`src/rtl/matmul_stream_ctrl_if.sv`:
```
`default_nettype none
// ============================================================================
// Module      : matmul_stream_ctrl_if
// Description : Bundle of the operand stream, multiplier-array and result
//               stream signals of matmul_stream_ctrl. The controller uses
//               the master modport; the surrounding environment uses slave.
// Revision    : 1.0  initial release
// ============================================================================
interface matmul_stream_ctrl_if #(
    parameter int BitWidth = 8
);
    // Operand stream
    logic                    in_valid;
    logic                    in_ready;
    logic [BitWidth-1:0]     in_data;

    // Multiplier array
    logic                    mm_enable;
    logic [9*BitWidth-1:0]   mm_a;
    logic [9*BitWidth-1:0]   mm_b;
    logic [18*BitWidth-1:0]  mm_c;

    // Result stream
    logic                    out_valid;
    logic                    out_ready;
    logic [2*BitWidth-1:0]   out_data;
    logic                    out_last;

    // Status
    logic                    busy;

    modport master (
        input  in_valid, in_data, mm_c, out_ready,
        output in_ready, mm_enable, mm_a, mm_b,
        output out_valid, out_data, out_last, busy
    );

    modport slave (
        output in_valid, in_data, mm_c, out_ready,
        input  in_ready, mm_enable, mm_a, mm_b,
        input  out_valid, out_data, out_last, busy
    );
endinterface
`default_nettype wire

```
`src/rtl/matmul_stream_ctrl.sv`:
```
`default_nettype none
// ============================================================================
// Module      : matmul_stream_ctrl
// Description : Streaming controller for a 3x3 matrix multiplier array.
//               Collects 18 operand beats (A then B, row-major), enables the
//               array for LATENCY cycles, captures the nine products and
//               streams them out C00..C22 with a last marker.
// Revision    : 1.0  initial release
// ============================================================================
module matmul_stream_ctrl #(
    parameter int BitWidth = 8,
    parameter int LATENCY  = 8
) (
    input  wire logic          clk,
    input  wire logic          reset_n,
    matmul_stream_ctrl_if.master bus
);

    typedef enum logic [1:0] {
        S_LOAD    = 2'd0,
        S_COMPUTE = 2'd1,
        S_DRAIN   = 2'd2
    } state_t;

    localparam int         c_DW        = 2 * BitWidth;
    localparam logic [4:0] c_LAST_BEAT = 5'd17;
    localparam logic [4:0] c_B_BASE    = 5'd9;
    localparam logic [7:0] c_LAST_CYC  = 8'(LATENCY - 1);
    localparam logic [3:0] c_LAST_IDX  = 4'd8;

    state_t              r_state;
    logic [4:0]          r_beat;
    logic [7:0]          r_cyc;
    logic [3:0]          r_idx;

    logic [BitWidth-1:0] r_a   [9];
    logic [BitWidth-1:0] r_b   [9];
    logic [c_DW-1:0]     r_res [9];

    logic                r_in_ready;
    logic                r_mm_enable;
    logic                r_out_valid;
    logic                r_out_last;
    logic                r_busy;
    logic [c_DW-1:0]     r_out_data;

    logic [c_DW-1:0]     w_c [9];
    logic                w_in_fire;
    logic                w_out_fire;
    logic [3:0]          w_idx_nxt;

    assign w_in_fire  = bus.in_valid  & r_in_ready;
    assign w_out_fire = r_out_valid   & bus.out_ready;
    assign w_idx_nxt  = r_idx + 4'd1;

    // Operand registers drive the array directly; product lanes are unpacked
    generate
        for (genvar k = 0; k < 9; k++) begin : g_elem
            assign bus.mm_a[k*BitWidth +: BitWidth] = r_a[k];
            assign bus.mm_b[k*BitWidth +: BitWidth] = r_b[k];
            assign w_c[k] = bus.mm_c[k*c_DW +: c_DW];
        end
    endgenerate

    assign bus.in_ready  = r_in_ready;
    assign bus.mm_enable = r_mm_enable;
    assign bus.out_valid = r_out_valid;
    assign bus.out_data  = r_out_data;
    assign bus.out_last  = r_out_last;
    assign bus.busy      = r_busy;

    // Load/compute/drain sequencer with all handshake outputs registered
    always_ff @(posedge clk or negedge reset_n) begin
        if (!reset_n) begin
            r_state     <= S_LOAD;
            r_beat      <= 5'd0;
            r_cyc       <= 8'd0;
            r_idx       <= 4'd0;
            for (int k = 0; k < 9; k++) begin
                r_a[k]   <= '0;
                r_b[k]   <= '0;
                r_res[k] <= '0;
            end
            r_in_ready  <= 1'b1;
            r_mm_enable <= 1'b0;
            r_out_valid <= 1'b0;
            r_out_last  <= 1'b0;
            r_busy      <= 1'b0;
            r_out_data  <= '0;
        end else begin
            case (r_state)
                S_LOAD: begin
                    if (w_in_fire) begin
                        // Beats 0..8 land in A, beats 9..17 in B
                        for (int k = 0; k < 9; k++) begin
                            if (r_beat == 5'(k)) begin
                                r_a[k] <= bus.in_data;
                            end
                            if (r_beat == c_B_BASE + 5'(k)) begin
                                r_b[k] <= bus.in_data;
                            end
                        end
                        if (r_beat == c_LAST_BEAT) begin
                            r_beat      <= 5'd0;
                            r_cyc       <= 8'd0;
                            r_state     <= S_COMPUTE;
                            r_in_ready  <= 1'b0;
                            r_mm_enable <= 1'b1;
                            r_busy      <= 1'b1;
                        end else begin
                            r_beat <= r_beat + 5'd1;
                        end
                    end
                end

                S_COMPUTE: begin
                    if (r_cyc == c_LAST_CYC) begin
                        // Products are settled by now; snapshot all nine
                        for (int k = 0; k < 9; k++) begin
                            r_res[k] <= w_c[k];
                        end
                        r_cyc       <= 8'd0;
                        r_idx       <= 4'd0;
                        r_out_data  <= w_c[0];
                        r_out_last  <= 1'b0;
                        r_out_valid <= 1'b1;
                        r_mm_enable <= 1'b0;
                        r_state     <= S_DRAIN;
                    end else begin
                        r_cyc <= r_cyc + 8'd1;
                    end
                end

                S_DRAIN: begin
                    if (w_out_fire) begin
                        if (r_idx == c_LAST_IDX) begin
                            r_idx       <= 4'd0;
                            r_beat      <= 5'd0;
                            r_out_valid <= 1'b0;
                            r_out_last  <= 1'b0;
                            r_out_data  <= '0;
                            r_busy      <= 1'b0;
                            r_in_ready  <= 1'b1;
                            r_state     <= S_LOAD;
                        end else begin
                            // Preload the next element so out_data stays registered
                            r_idx      <= w_idx_nxt;
                            r_out_data <= r_res[w_idx_nxt];
                            r_out_last <= (w_idx_nxt == c_LAST_IDX);
                        end
                    end
                end

                default: begin
                    r_state <= S_LOAD;
                end
            endcase
        end
    end

endmodule
`default_nettype wire

```
`src/flat_wrapper.sv`:
```
// flat-port wrapper written by rule: the top's interface ports become plain ports
module matmul_stream_ctrl_flat 
#(
    parameter int BitWidth = 8,
    parameter int LATENCY  = 8
)
  (clk, reset_n, bus_in_valid, bus_in_data, bus_mm_c, bus_out_ready, bus_in_ready, bus_mm_enable, bus_mm_a, bus_mm_b, bus_out_valid, bus_out_data, bus_out_last, bus_busy);
  matmul_stream_ctrl_if #(.BitWidth(BitWidth)) bus_i ();
  input  wire logic clk;
  input  wire logic reset_n;
  input wire logic [$bits(bus_i.in_valid)-1:0] bus_in_valid;
  input wire logic [$bits(bus_i.in_data)-1:0] bus_in_data;
  input wire logic [$bits(bus_i.mm_c)-1:0] bus_mm_c;
  input wire logic [$bits(bus_i.out_ready)-1:0] bus_out_ready;
  output wire logic [$bits(bus_i.in_ready)-1:0] bus_in_ready;
  output wire logic [$bits(bus_i.mm_enable)-1:0] bus_mm_enable;
  output wire logic [$bits(bus_i.mm_a)-1:0] bus_mm_a;
  output wire logic [$bits(bus_i.mm_b)-1:0] bus_mm_b;
  output wire logic [$bits(bus_i.out_valid)-1:0] bus_out_valid;
  output wire logic [$bits(bus_i.out_data)-1:0] bus_out_data;
  output wire logic [$bits(bus_i.out_last)-1:0] bus_out_last;
  output wire logic [$bits(bus_i.busy)-1:0] bus_busy;
  assign bus_i.in_valid = bus_in_valid;
  assign bus_i.in_data = bus_in_data;
  assign bus_i.mm_c = bus_mm_c;
  assign bus_i.out_ready = bus_out_ready;
  assign bus_in_ready = bus_i.in_ready;
  assign bus_mm_enable = bus_i.mm_enable;
  assign bus_mm_a = bus_i.mm_a;
  assign bus_mm_b = bus_i.mm_b;
  assign bus_out_valid = bus_i.out_valid;
  assign bus_out_data = bus_i.out_data;
  assign bus_out_last = bus_i.out_last;
  assign bus_busy = bus_i.busy;
  matmul_stream_ctrl #(.BitWidth(BitWidth), .LATENCY(LATENCY)) u_core (.clk(clk), .reset_n(reset_n), .bus(bus_i));
endmodule
```
`config.mk`:
```
export PLATFORM = sky130hd
export DESIGN_NAME = matmul_stream_ctrl_flat
export DESIGN_NICKNAME = d
export VERILOG_FILES = /design/src/rtl/matmul_stream_ctrl_if.sv /design/src/rtl/matmul_stream_ctrl.sv /design/src/flat_wrapper.sv
export SDC_FILE = /design/constraint.sdc
export NUM_CORES = 1
export LEC_CHECK = 0
export ABC_CLOCK_PERIOD_IN_PS = 4150
export BUFFER_PORTS_ARGS = -buffer_cell sky130_fd_sc_hd__buf_2
export CAP_MARGIN = 30
export CORE_ASPECT_RATIO = 0.7
export CORE_UTILIZATION = 30
export DETAILED_ROUTE_END_ITERATION = 8
export HOLD_SLACK_MARGIN = 0.15
export PLACE_DENSITY = 0.47
export SYNTH_ARGS = -nofsm -noshare
export SYNTH_HDL_FRONTEND = slang
export SYNTH_SLANG_ARGS = --single-unit
export TNS_END_PERCENT = 1
```
`constraint.sdc`:
```
create_clock -name clk -period 4.15 [get_ports clk]
set_clock_uncertainty 0.05 [all_clocks]
set_input_delay 1.0375 -clock clk [delete_from_list [all_inputs] [get_ports clk]]
set_output_delay 1.0375 -clock clk [all_outputs]
set_load 0.03 [all_outputs]
```
After elaboration in Yosys (flattened, before gate mapping):

Cells that the tools add are included.

* input bits: 156
* output and inout bits: 165
* register bits after elaboration: 328

* $lt $le $gt $ge: 1
* equal/unequal tests: 27
* mux-type cells: 43
* bitwise logic cells: 3
* reduce and logical (&&, ||, !) cells: 31
* add/subtract/negate cells: 3

Operators with widths (count)
* two-way mux 16 bit: 5
* binary-select mux 16 bit (select 4 bit): 1
* AND reduction 3 bit: 20
* == test 5 x 4 -> 1 bit, second input constant: 8
* one-hot mux 16 bit (2 select lines): 1
* two-way mux 8 bit: 3
* == test 5 x 3 -> 1 bit, second input constant: 4
* two-way mux 5 bit: 4
* one-hot mux 8 bit (2 select lines): 1
* two-way mux 1 bit: 12
* two-way mux 4 bit: 3
* AND reduction 4 bit: 3
* == test 5 x 2 -> 1 bit, second input constant: 2
* == test 5 bit, second input constant: 2
* two-way mux 2 bit: 5
* inequality test 2 x 1 -> 1 bit, second input constant: 5
* one-hot mux 1 bit (2 select lines): 5
* one-hot mux 5 bit (2 select lines): 1
* AND reduction 5 bit: 2
* adder 8 x 1 -> 8 bit, second input constant: 1
* == test 4 bit, second input constant: 2
* == test 8 x 3 -> 1 bit, second input constant: 1
* one-hot mux 4 bit (2 select lines): 1
* one-hot mux 2 bit (3 select lines): 1
* 12 further kinds: 15

Logic depth before layout (Yosys ltp):

Gate-level depths: netlist (run 1).

* depth after elaboration: 8
* depth in mapped cells: 10
* mapped depth without buffers: 7

Worst setup path after synthesis (run 1):

No wires, ideal clock.

* path type: register to register
* start point: reg u_core.r_idx[0]
* end point: reg u_core.r_out_data[1] (netlist: u_core.bus.out_data[1])
* setup time: 0.121 ns
* path slack: 1.448 ns
* period minus slack after synthesis: 2.702 ns
* stages on the path, launching flop included: 11
* required time: 3.979 ns
* data arrival time: 2.531 ns
* buffers on the path: 4
* cells stage by stage: dfrtp_1 > buf_2 > buf_2 > inv_1 > ha_1 > clkbuf_1 > clkbuf_1 > mux4_2 > nand3_1 > o2111ai_1 > a22o_1

* word-level cells in the longest chain between the ends: 8
* elaborated cells on any way between the ends: 9
* those cells by class: 1 x add/sub; 1 x eq/ne; 6 x mux; 1 x bitwise

Ends and longest elaborated chain
* from (decl): RTL line matmul_stream_ctrl.sv:34 `logic [3:0] r_idx;`
* from (signal assigned): RTL line matmul_stream_ctrl.sv:147 `r_idx <= w_idx_nxt;`
* adder 4 x 1 -> 4 bit: RTL line matmul_stream_ctrl.sv:54 `assign w_idx_nxt = r_idx + 4'd1;`
* NOT 4 -> 5 bit (not written as such): RTL line matmul_stream_ctrl.sv:148 `r_out_data <= r_res[w_idx_nxt];`
* binary-select mux 16 bit (select 4 bit): RTL line matmul_stream_ctrl.sv:148
* two-way mux 16 bit (not written as such) (2 in a row): RTL line matmul_stream_ctrl.sv:148
* two-way mux 16 bit *: RTL line matmul_stream_ctrl.sv:136 `if (r_idx == c_LAST_IDX) begin`
* two-way mux 16 bit *: RTL line matmul_stream_ctrl.sv:135 `if (w_out_fire) begin`
* one-hot mux 16 bit (2 select lines) *: RTL line matmul_stream_ctrl.sv:91 `case (r_state)`
* to (signal assigned): RTL line matmul_stream_ctrl.sv:124 `r_out_data <= w_c[0];`
* to (signal assigned): RTL line matmul_stream_ctrl.sv:148
* to (decl): RTL line matmul_stream_ctrl.sv:45 `logic [c_DW-1:0] r_out_data;`

Mark *: on every way between the ends. The rest lies on a longest branch, timed or not. The select of a mux whose other input is x is not followed.
A chain may end at the register's enable or synchronous reset.

Worst setup path in the final report (run 1):

* start point: reg u_core.r_idx[0]
* end point: reg u_core.r_out_data[12] (netlist: u_core.bus.out_data[12])

The elaborated chain is that of the path after synthesis.

==> results of run 1 <==
[power by group through the flow]
| stage | sequential [uW] | combinational [uW] | clock (uW) |
|---|---|---|---|
| floorplan | 3350 | 104 | 0 |
| global placement | 3360 | 305 | 0 |
| detailed placement | 3360 | 308 | 0 |
| CTS | 3300 | 310 | 3240 |
| global route | 3310 | 336 | 3370 |
| finish | 3310 | 300 | 3130 |
[final cells by class]
type | instances | area, um^2 | share of cell area
Antenna cell | 13 | 32.5 | 0.00185
Clock inverter | 7 | 70.1 | 0.00398
Sequential cell | 328 | 8210 | 0.467
Tap cell | 603 | 754 | 0.0429
Inverter | 27 | 101 | 0.00576
Clock buffer | 53 | 1050 | 0.0596
Timing Repair Buffer | 342 | 1840 | 0.105
Multi-Input combinational cell | 569 | 5540 | 0.315
[per-stage QoR]
stage | hold WS [ps] | total power (uW) | setup WS (ps) | area, um^2
after floorplan | 409 | 3450 | 1450 | 14100
after global placement | 420 | 3670 | 1200 | 16400
after detailed placement | 430 | 3670 | 1160 | 16400
after CTS | 443 | 6850 | 1370 | 17600
after global routing | 458 | 7020 | 1270 | 17600
final | 438 | 6730 | 1420 | 17600
[placed cells by master (no fill, tap or decap), types with 2 or more instances in the layout]
cell	instances
dfrtp_1	326
buf_2	319
mux2_2	288
nand3_1	44
clkbuf_16	39
nor2_1	37
mux4_2	32
nand2_1	27
inv_1	26
nor3_1	19
o21ai_0	19
a22o_1	18
buf_4	17
o2111ai_1	15
diode_2	13
ha_1	12
clkbuf_1	12
and3_1	6
a21oi_1	5
mux2_1	5
buf_12	5
nand2b_1	4
clkinv_2	4
o41ai_1	3
o31ai_1	3
nand3b_1	2
nor2b_1	2
xor2_1	2
a31oi_1	2
a21o_1	2
clkbuf_8	2
[logic make-up (layout without fill, tap and decap cells)]
logic type	after synthesis	count (layout)	synth area share
other	0	13	0
muxes	326	326	0.287
and+or+nand+nor	150	150	0.0515
adders and majority gates	13	13	0.0116
DFF	328	328	0.584
buffers and inverters	80	429	0.0231
AOI/OAI and AO/OA	78	78	0.0423
xor gates and xnor gates	2	2	0.00125
[registers in the layout, indices dropped and copies added (netlist names), 2 cells and up]
signal / cells
u_core.r_idx: 4
u_core.bus.mm_b: 72
u_core.r_state: 2
u_core.r_cyc: 8
u_core.bus.out_data: 16
u_core.r_res: 144
u_core.r_beat: 5
u_core.bus.mm_a: 72
[worst register-to-register path, stage by stage (launching register included)]
cell and delay [ps]:
dfrtp_2 680, inv_1 120, ha_1 300, buf_4 480, mux4_2 420, inv_1 200
o2111ai_1 130, a22o_1 230
[worst min-delay path by stage]
| stage | start | end | slack (ps) |
|---|---|---|---|
| after floorplan | u_core.r_res[16] | u_core.r_res[16] | 410 |
| after global placement | u_core.bus.out_last | u_core.bus.out_last | 420 |
| after detailed placement | u_core.r_res[45] | u_core.r_res[45] | 430 |
| after CTS | u_core.r_res[45] | u_core.r_res[45] | 440 |
| after global routing | u_core.bus.mm_a[58] | u_core.bus.mm_a[58] | 460 |
| final | u_core.r_res[45] | u_core.r_res[45] | 440 |
[metal layers]
metal | GRT usage | up-vias | routed length, um
li1 | - | 4241 | -
met3 | 0.0442 | 69 | 2500
met5 | 0 | - | 37
met1 | 0.251 | 4879 | 19400
met2 | 0.269 | 199 | 19000
met4 | 0.0489 | 6 | 922
==> results.txt, run 1 <==
Worst path most repeated cell = inv_1
Synth cell types = 49
critical path class = reg -> reg
Worst Path Arrival = 3090 ps
count of final max-slew check failures = 0
setup_tns = 0 ps
Buffers on Ports = 320
Synth area leaders = dfrtp_1 58%, mux2_2 23%, mux4_2 5.1%, nand3_1 1.6%, ha_1 1.2%
Int Power = 5230 uW
die height = 183 um
Critical Path Start Type = register
post-route antenna net violation count = 0
Pwr Density = 383 nW/um^2
# resized after CTS = 0
crit path time final = 2730 ps
Slowest-stage cell, CP = dfrtp_2
via count = 9394
cell area after synthesis = 14100 um^2
worst-path cell chain = inv_1 -> ha_1 -> buf_4 -> mux4_2 -> inv_1 -> o2111ai_1 -> a22o_1
WP data required = 4510 ps
Detailed Route WL = 41900 um
Main synth FF type = dfrtp_1
Die Footprint = 47800 um^2
critical path startpoint = u_core.r_idx[0]
NetSw = 1510 uW
Avg Inst Size Synth = 14.4 um^2
Synth Register Bits = 328
IO Pins = 321
root buf cell = clkbuf_16
area leader, netlist = dfrtp_1
Mapped Nets = 1146
Initial Utilization = 0.308
number of CTS-inserted buffers = 37
CP max FO = 34
CP Depth = 7
clock power share = 0.465
share of flip-flops with an asynchronous set or reset = 1.00
vias in the first global route = 9967
Cell Count, Final, Fillers Out = 1942
status = finished, violations left
Reg clk slew, reported paths = 60 ps
Comb power frac = 0.044
GPL Wtd Cong = 0.803
1st-pass router iterations = 6
CTS sink cnt = 328
final setup fails = 0
R2R Setup Slk = 1420 ps
Clk Latency, worst-skew pair = 540 ps
Layout Nets = 1474
share of cells above drive strength 1 = 0.544
end of the critical path = u_core.bus.out_data[12]
per-cell routed wire length = 21.6 um
max cap viols = 0
Post-Syn Instances = 977
CTS tree = yes
CTS max path bufs = 3
RR Startpoint = u_core.r_idx[0]
GR Overflow Total = 0
Vias per Instance = 4.84
hold path cells = 1
period utilization = 0.658
Synth top cells by count = 327 x dfrtp_1, 288 x mux2_2, 44 x nand3_1
Yosys top cell area share = 0.582
failing checks = design-rule violations
fmax = 366 MHz
gr usage total = 0.178
number of synthesized flops with an enable pin = 0
sequential power share = 0.491
drt first-iter violations = 516
FILL cells = 4464
residual DRC count = 15
RSZ-0062 raised after global routing = false
Inst Count DP = 1869
reg2reg path depth = 7
initial antenna violation count = 19
count leader, synth = dfrtp_1
Core Util, Final = 0.386
crit path buf inv count = 3
Hold Violations, Final = 0
htree depth = 2
leak pwr = 0.00874 uW
slowest stage delay, CP = 680 ps
relative slew slack = 0.384
largest net degree at the start of global routing = 145
Core Area = 45600 um^2
Die W = 261 um
DP Wirelength = 29200 um
area delta synth->final = 25.1%
Post-CTS Setup Repair Bufs = 0
Least-Margin Pin Slew = 924 ps
post-cts hold buffer count = 0
Worst VDD drop = 0.271 mV
row cnt = 65
R2R Path End = u_core.bus.out_data[12]
sw frac = 0.224
CP Capture Type = register
first-pass GRT wire length = 63900 um
Tightest Hold Check Type = reg -> reg
Ys Warns = 0
register area share after synthesis = 0.584
CP delay by family, top = buffers and inverters
(Power assumes the default switching activity.)
==> run 2, diff against run 1 <==
ABC_CLOCK_PERIOD_IN_PS = 2600   (was 4150)
clock period = 2.6 ns   (was 4.15 ns; I/O delays follow)
==> run 2 against run 1 <==
- the run still ends with design-rule violations left
- flip-flop and latch count is the same
- combinational power grew 62%
- non-clock buffer count grew 17
- sequential share of layout area shrank 0.57 points
- wire length shrank 1.2%
- critical endpoint is now u_core.r_res[140]
- largest cell class unchanged
==> results.txt, run 2 (same netlist as run 1, synthesis figures left out) <==
most common cell after layout, fill and taps aside = dfrtp_1
RSZ-0062 raised after global routing = false
reg2reg path depth = 5 (-2)
gr usage total = 0.176 (-0.00111)
Biggest register = u_core.r_res
most frequent cells in the layout = 326 x dfrtp_1, 319 x buf_2, 288 x mux2_2
CP Capture Type = register
FILL cells = 4436 (-0.63%)
die height = 183 um (unchanged)
setup_tns = 0 ps (unchanged)
Hold Violations, Final = 0 (unchanged)
initial antenna violation count = 15 (-4)
first-pass GRT wire length = 63400 um (-0.71%)
crit path time final = 2330 ps (-398 ps)
Core Util, Final = 0.390 (+0.00474)
Reg clk slew, reported paths = 60 ps (about the same)
status = finished, violations left
root buf cell = clkbuf_16
final setup fails = 0 (unchanged)
critical path class = reg -> reg
post-route antenna net violation count = 0 (unchanged)
Detailed Route WL = 41400 um (-1.2%)
Buffers on Ports = 320 (unchanged)
vias in the first global route = 9892 (-0.75%)
IO Pins = 321 (unchanged)
multi-input logic area = 5550 um^2 (about the same)
Least-Margin Pin Slew = 722 ps (-202 ps)
R2R Path End = u_core.r_res[140]
Vias per Instance = 4.82 (-0.40%)
1st-pass router iterations = 6 (unchanged)
row cnt = 65 (unchanged)
Clk Latency, worst-skew pair = 510 ps (-30 ps)
GPL Wtd Cong = 0.777 (-3.2%)
Critical Path Start Type = register
Initial Utilization = 0.308 (unchanged)
per-cell routed wire length = 21.2 um (-1.9%)
Pwr Density = 613 nW/um^2 (+60%)
via count = 9424 (+0.32%)
CTS max path bufs = 3 (unchanged)
area delta synth->final = 26.7%
Worst VDD drop = 0.332 mV (+23%)
WP data required = 2950 ps (-1560 ps)
CP max FO = 53 (+56%)
CTS sink cnt = 328 (unchanged)
number of CTS-inserted buffers = 37 (unchanged)
residual DRC count = 10 (-5)
relative slew slack = 0.519 (+0.135)
critical path startpoint = u_core.r_cyc[4]
Die Footprint = 47800 um^2 (unchanged)
Layout Nets = 1491 (+1.2%)
max reg flops = 144 (unchanged)
largest net degree at the start of global routing = 92 (-37%)
Final Total Pwr = 10900 uW (+62%)
leak pwr = 0.00886 uW (+1.3%)
end of the critical path = u_core.r_res[140]
period utilization = 0.897 (+0.239)
GR Overflow Total = 0 (unchanged)
R2R Setup Slk = 270 ps (-1150 ps)
FF/Latch Area = 8210 um^2 (unchanged)
DP Wirelength = 29100 um (-0.59%)
drt first-iter violations = 484 (-6.2%)
RR Startpoint = u_core.r_cyc[4]
share of cells above drive strength 1 = 0.551 (+0.00677)
fmax = 429 MHz (+17%)
htree depth = 2 (unchanged)
Die W = 261 um (unchanged)
max cap viols = 0 (unchanged)
Tightest Hold Check Type = in -> reg
Core Area = 45600 um^2 (unchanged)
CTS tree = yes
Worst Path Arrival = 2690 ps (-400 ps)
count of final max-slew check failures = 0 (unchanged)
failing checks = design-rule violations
[run 2: routing by layer]
metal / GRT usage / up-vias / wire length, um
li1: - / 4268 / -
met1: 0.248 / 4873 / 19100
met2: 0.269 / 209 / 18900
met3: 0.0470 / 64 / 2650
met4: 0.0437 / 10 / 709
met5: 0 / - / 64
[run 2: power breakdown]
part | leakage, uW | internal [uW] | switching, uW
combinational | 0.00406 | 227 | 258
clock | 0.000564 | 3060 | 2090
sequential | 0.00423 | 5220 | 55.2
total | 0.00886 | 8510 | 2410
[run 2: cell type report]
cell class / instances / share of cell area
Antenna cell: 7 / 0.000983
Clock buffer: 54 / 0.0584
Clock inverter: 9 / 0.00702
Inverter: 27 / 0.00569
Multi-Input combinational cell: 569 / 0.311
Sequential cell: 328 / 0.461
Tap cell: 603 / 0.0424
Timing Repair Buffer: 359 / 0.113
[run 2: how the worst min path moves through the flow]
stage | end | cells past startpoint | slack, ps | from
after floorplan | u_core.bus.busy | 0 | 300 | reset_n
after global placement | u_core.bus.out_last | 2 | 420 | u_core.bus.out_last
after detailed placement | u_core.bus.out_last | 2 | 410 | u_core.bus.out_last
after CTS | u_core.r_res[46] | 2 | 260 | bus_mm_c[110]
after global routing | u_core.r_res[113] | 2 | 280 | bus_mm_c[17]
final | u_core.r_res[46] | 2 | 290 | bus_mm_c[110]
[run 2: metrics by stage]
stage                     cells  area [um^2]  hold WS (ps)  setup WS [ps]
after floorplan             977        14100           304           34.3
after global placement     1885        16600           416            247
after detailed placement   1885        16600           412            179
after CTS                  1949        17800           264            154
after global routing       1953        17800           280           83.0
final                      1956        17800           292            267
[run 2: timing repair]
item / 4_1_cts / 5_1_grt
endpoints found under the setup margin: 0 / 27
gates resized for setup: 0 / 1
setup buffers: 0 / 0
endpoints found under the hold margin: 46 / 0
hold buffers: 1 / 0
[run 2: worst max-delay path, cell delays in order (launching register included)]
cell and delay (ps):
dfrtp_1 410, or4_4 580, nor3_2 300, nand2_4 100
buf_4 340, mux2_2 370
